[config.mk]
export PLATFORM = sky130hd
export DESIGN_NAME = keyed_mux_reg_flat
export DESIGN_NICKNAME = d
export VERILOG_FILES = /design/src/rtl/keyed_mux_reg_if.sv /design/src/rtl/keyed_mux_reg.sv /design/src/flat_wrapper.sv
export SDC_FILE = /design/constraint.sdc
export NUM_CORES = 1
export LEC_CHECK = 0
export BUFFER_PORTS_ARGS = -buffer_cell sky130_fd_sc_hd__buf_2
export CAP_MARGIN = 20
export CORE_MARGIN = 10
export CORE_UTILIZATION = 33
export DETAILED_ROUTE_END_ITERATION = 6
export PLACE_DENSITY = 0.85
export SKIP_LAST_GASP = 1
export SYNTH_ARGS = -nofsm -noshare
export SYNTH_HDL_FRONTEND = slang
export SYNTH_SLANG_ARGS = --single-unit
[constraint.sdc]
create_clock -name clk -period 1.78 [get_ports clk]
set_input_delay 0.356 -clock clk [delete_from_list [all_inputs] [get_ports clk]]
set_output_delay 0.356 -clock clk [all_outputs]
set_load 0.05 [all_outputs]
[src/rtl/keyed_mux_reg_if.sv]
// Bus bundle for keyed_mux_reg: lookup inputs, mux result and register data path.
interface keyed_mux_reg_if #(
  parameter int NR_KEY   = 2,
  parameter int KEY_LEN  = 7,
  parameter int DATA_LEN = 7
) ();
  logic [KEY_LEN-1:0]                   key;
  logic [DATA_LEN-1:0]                  default_out;
  logic [NR_KEY*(KEY_LEN+DATA_LEN)-1:0] lut;
  logic [DATA_LEN-1:0]                  mux_out;
  logic [DATA_LEN-1:0]                  din;
  logic                                 wen;
  logic [DATA_LEN-1:0]                  q;

  modport master (
    output key, default_out, lut, din, wen,
    input  mux_out, q
  );

  modport slave (
    input  key, default_out, lut, din, wen,
    output mux_out, q
  );
endinterface

[src/rtl/keyed_mux_reg.sv]
// Keyed look-up multiplexer (combinational, first match wins) fused with an
// enabled state register with synchronous active-high reset.
module keyed_mux_reg #(
  parameter int                  NR_KEY    = 2,
  parameter int                  KEY_LEN   = 7,
  parameter int                  DATA_LEN  = 7,
  parameter logic [DATA_LEN-1:0] RESET_VAL = '0
) (
  input  logic           clk,
  input  logic           rst,
  keyed_mux_reg_if.slave bus
);
  localparam int P = KEY_LEN + DATA_LEN;
  localparam int W = NR_KEY * P;

  logic [KEY_LEN-1:0]  lut_key  [NR_KEY];
  logic [DATA_LEN-1:0] lut_data [NR_KEY];
  logic [DATA_LEN-1:0] mux_sel;
  logic [DATA_LEN-1:0] q_r;

  // Pair 0 sits at the MSB end of the packed table.
  for (genvar g = 0; g < NR_KEY; g++) begin : g_pair
    assign lut_key[g]  = bus.lut[W-1-g*P -: KEY_LEN];
    assign lut_data[g] = bus.lut[W-1-g*P-KEY_LEN -: DATA_LEN];
  end

  // Scan from the highest index down so the lowest matching index overwrites last.
  always_comb begin
    mux_sel = bus.default_out;
    for (int i = NR_KEY - 1; i >= 0; i--) begin
      if (lut_key[i] == bus.key) begin
        mux_sel = lut_data[i];
      end
    end
  end

  always_ff @(posedge clk) begin
    if (rst) begin
      q_r <= RESET_VAL;
    end else if (bus.wen) begin
      q_r <= bus.din;
    end
  end

  assign bus.mux_out = mux_sel;
  assign bus.q       = q_r;
endmodule

[src/flat_wrapper.sv]
// flat-port wrapper written by rule: the top's interface ports become plain ports
module keyed_mux_reg_flat 
#(
  parameter int                  NR_KEY    = 2,
  parameter int                  KEY_LEN   = 7,
  parameter int                  DATA_LEN  = 7,
  parameter logic [DATA_LEN-1:0] RESET_VAL = '0
)
  (clk, rst, bus_key, bus_default_out, bus_lut, bus_din, bus_wen, bus_mux_out, bus_q);
  keyed_mux_reg_if #(.NR_KEY(NR_KEY), .KEY_LEN(KEY_LEN), .DATA_LEN(DATA_LEN)) bus_i ();
  input  logic clk;
  input  logic rst;
  input wire logic [$bits(bus_i.key)-1:0] bus_key;
  input wire logic [$bits(bus_i.default_out)-1:0] bus_default_out;
  input wire logic [$bits(bus_i.lut)-1:0] bus_lut;
  input wire logic [$bits(bus_i.din)-1:0] bus_din;
  input wire logic [$bits(bus_i.wen)-1:0] bus_wen;
  output wire logic [$bits(bus_i.mux_out)-1:0] bus_mux_out;
  output wire logic [$bits(bus_i.q)-1:0] bus_q;
  assign bus_i.key = bus_key;
  assign bus_i.default_out = bus_default_out;
  assign bus_i.lut = bus_lut;
  assign bus_i.din = bus_din;
  assign bus_i.wen = bus_wen;
  assign bus_mux_out = bus_i.mux_out;
  assign bus_q = bus_i.q;
  keyed_mux_reg #(.NR_KEY(NR_KEY), .KEY_LEN(KEY_LEN), .DATA_LEN(DATA_LEN), .RESET_VAL(RESET_VAL)) u_core (.clk(clk), .rst(rst), .bus(bus_i));
endmodule
==> results.yml, run 1 <==
timing:
  final-setup-viol-count: 7
  maxSlewHeadroom_pct: 75.2
  finalCritPeriodShare_pct: 108
  finalWorstSetupSlack_ps: -142
  maximum_clock_rate_mhz: 520
  report.final.slew_viol_count: 0
  report.final.hold_viol_count: 0
  rsz_0062_raised_after_global_routing: "yes"
  finalHoldWorstSlack_ps: 349
  finalWorstPathRequiredPeriod_ps: 1920
  fin_worst_skew_ps: 0
  timing_worst_slew_pin_value_ps: 369
clocking:
  clock-root-buffer: "sky130_fd_sc_hd__clkbuf_4"
  cts.clk_slew.worst_paths_ps: 50
  tritoncts.num_buffers: 3
  clock_sinks: 7
  maximum_level_of_the_cts_h_tree: 1
  latest_clock_arrival_within_the_worst_skew_pair_ps: 250
  cts_tree: "done"
  cts_max_path_buffers: 2
  ctsHoldBuffers: 0
synthesis:
  ys_warn_count: 0
  postSynthCellCount: 74
  post_synth.cell_area_avg_sq_um: 8.00
  synth_common_cells: "sky130_fd_sc_hd__xnor2_1 (14), sky130_fd_sc_hd__nand3_1 (8)"
  yosys.cell_count.top_type: "sky130_fd_sc_hd__xnor2_1"
  synth_top_area_cell: "sky130_fd_sc_hd__dfxtp_1"
  synthesis_stage_register_bit_count: 7
  synthesis.nets: 126
  postSynth.topFlopCell: "sky130_fd_sc_hd__dfxtp_1"
  synthArstFlopShare_pct: 0
  synth_top_cell_area_share_pct: 23.7
  synthDistinctLibCells: 17
  synth_edf_count: 0
  synth_area_leaders: "sky130_fd_sc_hd__dfxtp_1 (24%), sky130_fd_sc_hd__xnor2_1 (21%), sky130_fd_sc_hd__mux2i_1 (12%)"
  synthesis.area_sq_um: 592
  seq_area_frac_synth_pct: 23.7
run_status:
  failed_checks: "setup timing"
  run_status: "finished with violations"
die:
  initial_utilization_pct: 34.7
  floorplan.die.width_microns: 62.4
  die_area_sq_mm: 0.00389
  core.rowCount: 15
  dieHeight_microns: 62.4
  io_pins: 66
  area_of_the_placeable_core_sq_mm: 0.00171
setup_path:
  crit_start_category: "primary input"
  cells_traversed_along_the_worst_timing_path: "buf_6 > xnor2_2 > nand3_2 > or2_1 > buf_8 > a31oi_4 > buf_6"
  critical_path_arrival_ps: 1570
  timing.reg2reg.setup_slack_ps: 1180
  worst_path_most_repeated_cell: "sky130_fd_sc_hd__buf_6"
  worst_r2r_path_depth: 2
  critPathLaunch: "bus_key[6]"
  worst_ep_required_time_ps: 1420
  crit_path_top_delay_cell: "sky130_fd_sc_hd__or2_1"
  timing.critical_path.to_type: "output port"
  rr_endpoint: "u_core.bus.q[0]"
  critPathCapture: "bus_mux_out[1]"
  timing.critical_path.fanout_max: 7
  timing.setup.critical_path_class: "primary input to output port"
  crit-reg2reg-launch: "u_core.bus.q[0]"
  largest_incremental_delay_on_the_critical_path_ps: 260
route:
  drc_violation_count_after_routing: 0
  drt-initial-drc-count: 49
  post_drt_via_cell_ratio: 5.23
  dr_total_vias: 915
  drtPass1Iterations: 4
  wirelength_mm: 3.56
  wl_per_cell_microns: 20.3
  route.antenna.remaining_nets: 0
power:
  leakage_nw: 0.664
  pwr-share-seq_pct: 23.5
  p_int_w: 0.000444
  vdd.ir_drop.worst_mv: 0.567
  p_comb_share_pct: 56.5
  net-switching-power_w: 0.000283
  cellPowerDensity_mw_per_mm2: 465
  power.clock.fraction_pct: 20.0
  switching_share_pct: 38.9
hold_path:
  hold_path.startpoint: "bus_din[4]"
  worstHoldPathType: "primary input to flip-flop"
global_route:
  globalRouteTotalUtil_pct: 15.9
  vias_in_the_first_global_route: 1046
  grt_antenna_before_repair: 0
  overflow: 0
  pin_count_of_the_biggest_net_entering_global_routing: 8
  global_route_wire_length_before_repair_mm: 5.16
flow_run:
  cap_viol_max_count: 0
layout:
  layout_cells_sized_above_1_pct: 74.7
  final_core_util_pct: 91.5
  diodes: 0
  area_growth_syn_to_layout_pct: 164
  largest_register_ff_count: 7
  layout.nets: 203
placement:
  place_congestion: 0.763
  numPortBuffers: 65
power groups by stage:
stage / Sequential (W) / Combinational (W) / Clock (W)
after floorplan: 0.000206 / 0.000154 / 0
after global placement: 0.000173 / 0.000291 / 0
after detailed placement: 0.000174 / 0.000297 / 0
after CTS: 0.000171 / 0.000366 / 0.000149
after global routing: 0.000172 / 0.000429 / 0.000161
final: 0.000171 / 0.000411 / 0.000145
worst max-delay path: cells and delay by family:
kind	cells	cell delay, ps
AO/OA/AOI/OAI	1	210
XOR/XNOR	1	180
AND/OR/NAND/NOR	2	370
buffers and inverters	3	450
cell type report:
class | instances | area (sq um)
Clock buffer | 4 | 26.3
Fill cell | 69 | 145
Timing Repair Buffer | 76 | 544
Tap cell | 25 | 31.3
Multi-Input combinational cell | 63 | 821
Sequential cell | 7 | 140
worst min path at each step:
stage                 endpoint  depth (start not counted)
6_report       u_core.bus.q[4]                          3
4_1_cts        u_core.bus.q[3]                          3
3_3_place_gp   u_core.bus.q[1]                          2
5_1_grt        u_core.bus.q[0]                          3
2_1_floorplan  u_core.bus.q[0]                          1
3_5_place_dp   u_core.bus.q[1]                          2
repair_timing:
action | 4_1_cts | 5_1_grt
gates resized for setup | 56 | 23
setup endpoints to repair | 7 | 7
hold endpoints to repair | 0 | 0
buffers inserted | 1 | 0
pin swaps | 15 | 19
cell families (layout without fill, tap and decap cells):
family,after synthesis,after routing,share of synthesized area [%]
buffers and inverters,4,80,3.81
and+or+nand+nor,28,28,25.6
muxes,7,7,11.8
AOI/OAI and AO/OA,14,14,14.4
DFF,7,7,23.7
xor gates and xnor gates,14,14,20.7
metal layers:
metal | share of wire [%] | GRT usage (%)
met2 | 56 | 30.6
met3 | 6.8 | 5.02
met4 | 1.7 | 5.31
met1 | 36 | 15.5
met5 | 0 | 0
layout by cell type (no fill, tap or decap), types with 7 or more instances in the layout:
cell,count
sky130_fd_sc_hd__a31oi_4,7
sky130_fd_sc_hd__buf_2,47
sky130_fd_sc_hd__buf_4,10
sky130_fd_sc_hd__buf_6,15
sky130_fd_sc_hd__dfxtp_1,7
sky130_fd_sc_hd__mux2i_1,7
sky130_fd_sc_hd__nand3_4,7
sky130_fd_sc_hd__nor2_1,7
sky130_fd_sc_hd__nor3_1,7
sky130_fd_sc_hd__o21ai_1,7
sky130_fd_sc_hd__xnor2_2,7
sky130_fd_sc_hd__xnor2_4,7
per-stage QoR:
stage          TNS [ps]  cell area, sq um  cells  total power (W)  setup slack, ps
2_1_floorplan      -274               763     74         0.000360            -39.3
3_3_place_gp      -1630              1170    170         0.000465             -264
3_5_place_dp      -1890              1170    170         0.000471             -300
4_1_cts            -417              1430    175         0.000686            -69.9
5_1_grt           -1000              1560    175         0.000762             -170
6_report           -760              1560    175         0.000727             -142
Note: power is estimated with default switching activity, not from simulation.
==> inputs of run 2 (changes only) <==
--- a/config.mk
+++ b/config.mk
@@ -11,6 +11,7 @@
 export CORE_UTILIZATION = 33
 export DETAILED_ROUTE_END_ITERATION = 6
 export PLACE_DENSITY = 0.85
+export REMOVE_ABC_BUFFERS = 1
 export SKIP_LAST_GASP = 1
 export SYNTH_ARGS = -nofsm -noshare
 export SYNTH_HDL_FRONTEND = slang
==> run 2 against run 1 <==
Against the previous run: the run still ends with setup timing left; largest power group unchanged; worst setup slack better by 63 ps; fmax is 3.4% higher; clock power is 8% higher; register-to-register slack worse by 100 ps; final cell count is 3.4% lower.
==> results.yml, run 2 (synthesis gave the netlist of run 1 again) <==
clocking:
  cts_max_path_buffers: 2
  maximum_level_of_the_cts_h_tree: 1
  clock-root-buffer: "sky130_fd_sc_hd__clkbuf_4"
  latest_clock_arrival_within_the_worst_skew_pair_ps: 260
  ctsHoldBuffers: 0
  cts_tree: "done"
  clock_sinks: 7
  cts.clk_slew.worst_paths_ps: 60
  tritoncts.num_buffers: 3
route:
  route.antenna.remaining_nets: 0
  drt-initial-drc-count: 20
  met3_length_microns: 182
  drtPass1Iterations: 4
  dr_total_vias: 876
  top_layer: "met4"
  wl_per_cell_microns: 19.3
  drc_violation_count_after_routing: 0
  routedLengthMet1_mm: 1.36
  wirelength_mm: 3.27
  post_drt_via_cell_ratio: 5.18
  dr_wl_met2_mm: 1.70
global_route:
  grt_antenna_before_repair: 0
  globalRouteTotalUtil_pct: 14.2
  overflow: 0
  vias_in_the_first_global_route: 972
  global_route_wire_length_before_repair_mm: 4.55
  pin_count_of_the_biggest_net_entering_global_routing: 8
hold_path:
  worstHoldPathType: "primary input to flip-flop"
  hold_path.startpoint: "bus_din[1]"
die:
  initial_utilization_pct: 34.7
  die_area_sq_mm: 0.00389
  core.rowCount: 15
  dieHeight_microns: 62.4
  area_of_the_placeable_core_sq_mm: 0.00171
  floorplan.die.width_microns: 62.4
  io_pins: 66
placement:
  numPortBuffers: 65
  place_area_sq_um: 956
  place_congestion: 0.694
timing:
  report.final.slew_viol_count: 0
  sum_of_negative_setup_slack_ps: -399
  final-setup-viol-count: 7
  report.final.hold_viol_count: 0
  rsz_0062_raised_after_global_routing: "yes"
  maxSlewHeadroom_pct: 84.8
  maximum_clock_rate_mhz: 538
  timing_worst_slew_pin_value_ps: 222
  finalCritPeriodShare_pct: 104
  finalWorstPathRequiredPeriod_ps: 1860
  fin_worst_skew_ps: 0
  finalWorstSetupSlack_ps: -79.0
setup_path:
  timing.setup.critical_path_class: "primary input to output port"
  critical_path_arrival_ps: 1500
  crit-reg2reg-launch: "u_core.bus.q[6]"
  worst_ep_required_time_ps: 1420
  timing.critical_path.to_type: "output port"
  crit_start_category: "primary input"
  timing.critical_path.fanout_max: 7
  critPathLaunch: "bus_lut[10]"
run_status:
  run_status: "finished with violations"
  failed_checks: "setup timing"
layout:
  most-common-layout-cells: "sky130_fd_sc_hd__buf_2 (49), sky130_fd_sc_hd__buf_6 (10), sky130_fd_sc_hd__xnor2_2 (9), sky130_fd_sc_hd__buf_4 (9)"
  fin_area_sq_mm: 0.00135
  diodes: 0
  layout_cells_sized_above_1_pct: 73.6
  fillCellCount: 106
  largest_register_ff_count: 7
  area_growth_syn_to_layout_pct: 127
  layout.nets: 197
  layout.cells.most_common: "sky130_fd_sc_hd__buf_2"
power:
  leakage_nw: 0.615
  cellPowerDensity_mw_per_mm2: 522
  vdd.ir_drop.worst_mv: 0.460
flow_run:
  cap_viol_max_count: 0
[run 2: cell types whose count changed in the layout (fill, tap and decap cells not counted), moves of 2 or more]
cell | previous run | this run
sky130_fd_sc_hd__nand3_1 | 0 | 3
sky130_fd_sc_hd__o21ai_2 | 0 | 3
sky130_fd_sc_hd__a31oi_1 | 0 | 5
sky130_fd_sc_hd__buf_6 | 15 | 10
sky130_fd_sc_hd__nor3_2 | 0 | 2
sky130_fd_sc_hd__o21ai_4 | 0 | 2
sky130_fd_sc_hd__nand3_4 | 7 | 0
sky130_fd_sc_hd__nor3_1 | 7 | 5
sky130_fd_sc_hd__nand3_2 | 2 | 6
sky130_fd_sc_hd__o21ai_1 | 7 | 2
sky130_fd_sc_hd__buf_2 | 47 | 49
sky130_fd_sc_hd__xnor2_2 | 7 | 9
sky130_fd_sc_hd__xnor2_4 | 7 | 5
sky130_fd_sc_hd__a31oi_4 | 7 | 2
[run 2: critical path, cell delays in order]
cell and delay, ps:
sky130_fd_sc_hd__buf_6 110, sky130_fd_sc_hd__xnor2_4 140, sky130_fd_sc_hd__buf_4 140, sky130_fd_sc_hd__nand4_1 110, sky130_fd_sc_hd__buf_6 160, sky130_fd_sc_hd__o21ai_1 80, sky130_fd_sc_hd__a31oi_1 180, sky130_fd_sc_hd__buf_4 230
[run 2: layer usage]
layer / GRT usage [%] / vias to the layer above
li1: - / 409
met3: 4.30 / 2
met5: 0 / -
met1: 14.5 / 414
met2: 26.8 / 51
met4: 4.19 / 0
[run 2: worst paths after layout]
kind	endpoint	slack [ps]	cells past startpoint
setup / recovery	bus_mux_out[0]	-80	8
hold / removal	u_core.bus.q[1]	360	3
setup reg to reg	u_core.bus.q[6]	1080	2
hold reg to reg	u_core.bus.q[1]	510	2
[run 2: report_power, final]
part | switching (W) | internal [W]
registers | 0.00000521 | 0.000166
clock network | 0.0000697 | 0.0000863
logic | 0.000204 | 0.000171
[run 2: area by class of cell]
cell class / instances / area, sq um / area share, %
timing repair buffer: 70 / 455 / 33.8
clock buffer: 4 / 26.3 / 1.95
sequential: 7 / 140 / 10.4
tap: 25 / 31.3 / 2.32
multi-input combinational: 63 / 693 / 51.5
[run 2: per-stage QoR]
step	setup slack, ps	hold WS, ps	total power, W	utilization [%]	std cells
6_report	-79.0	359	0.000702	78.8	169
5_1_grt	-126	361	0.000724	78.8	169
4_1_cts	-17.2	346	0.000664	74.3	169
3_5_place_dp	-262	483	0.000433	56.0	164
3_3_place_gp	-199	469	0.000424	56.0	164
2_1_floorplan	-453	428	0.000320	-	70
[run 2: what timing repair did]
action	CTS	global route
pin swaps	18	14
resized for setup	64	13
buffers inserted	1	0
endpoints found under the setup margin	7	7
==> inputs of run 3 (changes only) <==
--- a/config.mk
+++ b/config.mk
@@ -5,6 +5,7 @@
 export SDC_FILE = /design/constraint.sdc
 export NUM_CORES = 1
 export LEC_CHECK = 0
+export ABC_CLOCK_PERIOD_IN_PS = 1780
 export BUFFER_PORTS_ARGS = -buffer_cell sky130_fd_sc_hd__buf_2
 export CAP_MARGIN = 20
 export CORE_MARGIN = 10
@@ -12,7 +13,6 @@
 export DETAILED_ROUTE_END_ITERATION = 6
 export PLACE_DENSITY = 0.85
 export REMOVE_ABC_BUFFERS = 1
-export SKIP_LAST_GASP = 1
 export SYNTH_ARGS = -nofsm -noshare
 export SYNTH_HDL_FRONTEND = slang
 export SYNTH_SLANG_ARGS = --single-unit
==> run 3 against run 2 <==
Against the previous run: the flow still finishes with violations (setup timing); wire length up 5.8%; combinational power up 7.2%; first-iteration DRC count down 10%; final cell count up 0.59%; fmax down 0.12%; clock-buffer cell count unchanged; sequential share of layout area down 0.54 points; sequential cell count unchanged; sequential power about the same.
==> results.yml, run 3 (synthesis gave the netlist of run 1 again) <==
run_status:
  failed_checks: "setup timing"
  run_status: "finished with violations"
setup_path:
  timing.critical_path.to_type: "output port"
  crit_start_category: "primary input"
  critical_path_arrival_ps: 1510
  timing.critical_path.fanout_max: 7
  rr_endpoint: "u_core.bus.q[3]"
  timing.setup.critical_path_class: "primary input to output port"
  worst_ep_required_time_ps: 1420
  timing.reg2reg.setup_slack_ps: 1020
  worst_r2r_path_depth: 2
  crit-reg2reg-launch: "u_core.bus.q[3]"
global_route:
  globalRouteTotalUtil_pct: 14.8
  global_route_wire_length_before_repair_mm: 4.73
  grt_antenna_before_repair: 0
  pin_count_of_the_biggest_net_entering_global_routing: 8
  overflow: 0
  vias_in_the_first_global_route: 999
timing:
  maxSlewHeadroom_pct: 81.2
  finalWorstPathRequiredPeriod_ps: 1860
  report.final.hold_viol_count: 0
  maximum_clock_rate_mhz: 537
  finalCritPeriodShare_pct: 105
  final-setup-viol-count: 7
  rsz_0062_raised_after_global_routing: "yes"
  report.final.slew_viol_count: 0
  fin_worst_skew_ps: 0
  timing_worst_slew_pin_value_ps: 275
  finalHoldWorstSlack_ps: 329
  finalWorstSetupSlack_ps: -81.2
layout:
  instances_no_fill: 170
  layout.nets: 198
  diodes: 0
  layout.cells.most_common: "sky130_fd_sc_hd__buf_2"
  area_growth_syn_to_layout_pct: 140
  final_core_util_pct: 83.2
  largest_register_ff_count: 7
  layout_cells_sized_above_1_pct: 74.5
  most-common-layout-cells: "sky130_fd_sc_hd__buf_2 (45), sky130_fd_sc_hd__buf_4 (13), sky130_fd_sc_hd__buf_6 (9)"
die:
  dieHeight_microns: 62.4
  floorplan.die.width_microns: 62.4
  die_area_sq_mm: 0.00389
  core.rowCount: 15
  initial_utilization_pct: 34.7
  io_pins: 66
  area_of_the_placeable_core_sq_mm: 0.00171
route:
  drc_violation_count_after_routing: 0
  wirelength_mm: 3.46
  drtPass1Iterations: 4
  drt-initial-drc-count: 18
  dr_total_vias: 914
  route.antenna.remaining_nets: 0
  post_drt_via_cell_ratio: 5.38
  wl_per_cell_microns: 20.3
clocking:
  tritoncts.num_buffers: 3
  cts_max_path_buffers: 2
  latest_clock_arrival_within_the_worst_skew_pair_ps: 250
  clock_sinks: 7
  cts.clk_slew.worst_paths_ps: 70
  clock-root-buffer: "sky130_fd_sc_hd__clkbuf_4"
  cts_tree: "done"
  maximum_level_of_the_cts_h_tree: 1
power:
  cellPowerDensity_mw_per_mm2: 517
  vdd.ir_drop.worst_mv: 0.430
  leakage_nw: 0.634
  power.total_w: 0.000734
placement:
  placed_cells_incl_taps: 164
  place_congestion: 0.694
  numPortBuffers: 65
hold_path:
  whs_endpoint: "u_core.bus.q[4]"
  hold_path.startpoint: "bus_din[4]"
  hold_path_depth: 3
  worstHoldPathType: "primary input to flip-flop"
flow_run:
  cap_viol_max_count: 0
-- run 3: changes by cell type in the layout (fill, tap and decap cells not counted) --
cell                      before  now
sky130_fd_sc_hd__buf_2        49   45
sky130_fd_sc_hd__buf_4         9   13
sky130_fd_sc_hd__xnor2_2       9    6
sky130_fd_sc_hd__xnor2_4       5    8
sky130_fd_sc_hd__buf_8         2    4
sky130_fd_sc_hd__buf_6        10    9
sky130_fd_sc_hd__nand3_2       6    5
sky130_fd_sc_hd__nand3_4       0    1
sky130_fd_sc_hd__o21ai_1       2    1
sky130_fd_sc_hd__o21ai_2       3    4
-- run 3: timing repair --
item | 4_1_cts | 5_1_grt
gates cloned | 0 | 0
setup buffers | 1 | 1
hold buffers | 0 | 0
setup endpoints to repair | 7 | 7
pin swaps | 19 | 16
gates resized for setup | 65 | 25
-- run 3: where the power goes --
group	internal (W)	total [W]	leakage [nW]	switching, W
combinational	0.000188	0.000402	0.561	0.000214
clock	0.0000864	0.000161	0.0150	0.0000748
sequential	0.000166	0.000171	0.0578	0.00000478
total	0.000441	0.000734	0.634	0.000293
-- run 3: area by class of cell --
class | count | area (sq um)
multi-input cells | 63 | 738
repair buffers | 71 | 484
flip-flops and latches | 7 | 140
well taps | 25 | 31.3
fillers | 89 | 288
clock buffers | 4 | 26.3
-- run 3: worst max path at each step --
stage	from	to
floorplan	bus_key[1]	bus_mux_out[0]
global placement	bus_key[2]	bus_mux_out[5]
detailed placement	bus_key[2]	bus_mux_out[4]
CTS	bus_key[1]	bus_mux_out[3]
global route	bus_key[4]	bus_mux_out[3]
finish	bus_key[4]	bus_mux_out[3]
-- run 3: metal layers --
layer / vias to the layer above / GRT usage (%) / wire length (microns)
met5: - / 0 / 0
met4: 0 / 4.19 / 112
met3: 12 / 4.66 / 276
met2: 72 / 28.5 / 1850
met1: 417 / 14.5 / 1220
li1: 413 / - / -
-- run 3: through the flow --
step           setup slack, ps  TNS (ps)  instance area, sq um
3_5_place_dp              -262     -1600                   956
2_1_floorplan             -453     -2940                   569
3_3_place_gp              -199     -1250                   956
4_1_cts                  -17.2     -55.3                  1280
5_1_grt                   -110      -650                  1420
6_report                 -81.2      -346                  1420
-- run 3: worst max-delay path, stage by stage --
cell and delay (ps):
sky130_fd_sc_hd__buf_4 140, sky130_fd_sc_hd__xnor2_4 220, sky130_fd_sc_hd__and3_4 280, sky130_fd_sc_hd__nand3_2 90
sky130_fd_sc_hd__a31oi_1 190, sky130_fd_sc_hd__buf_4 230
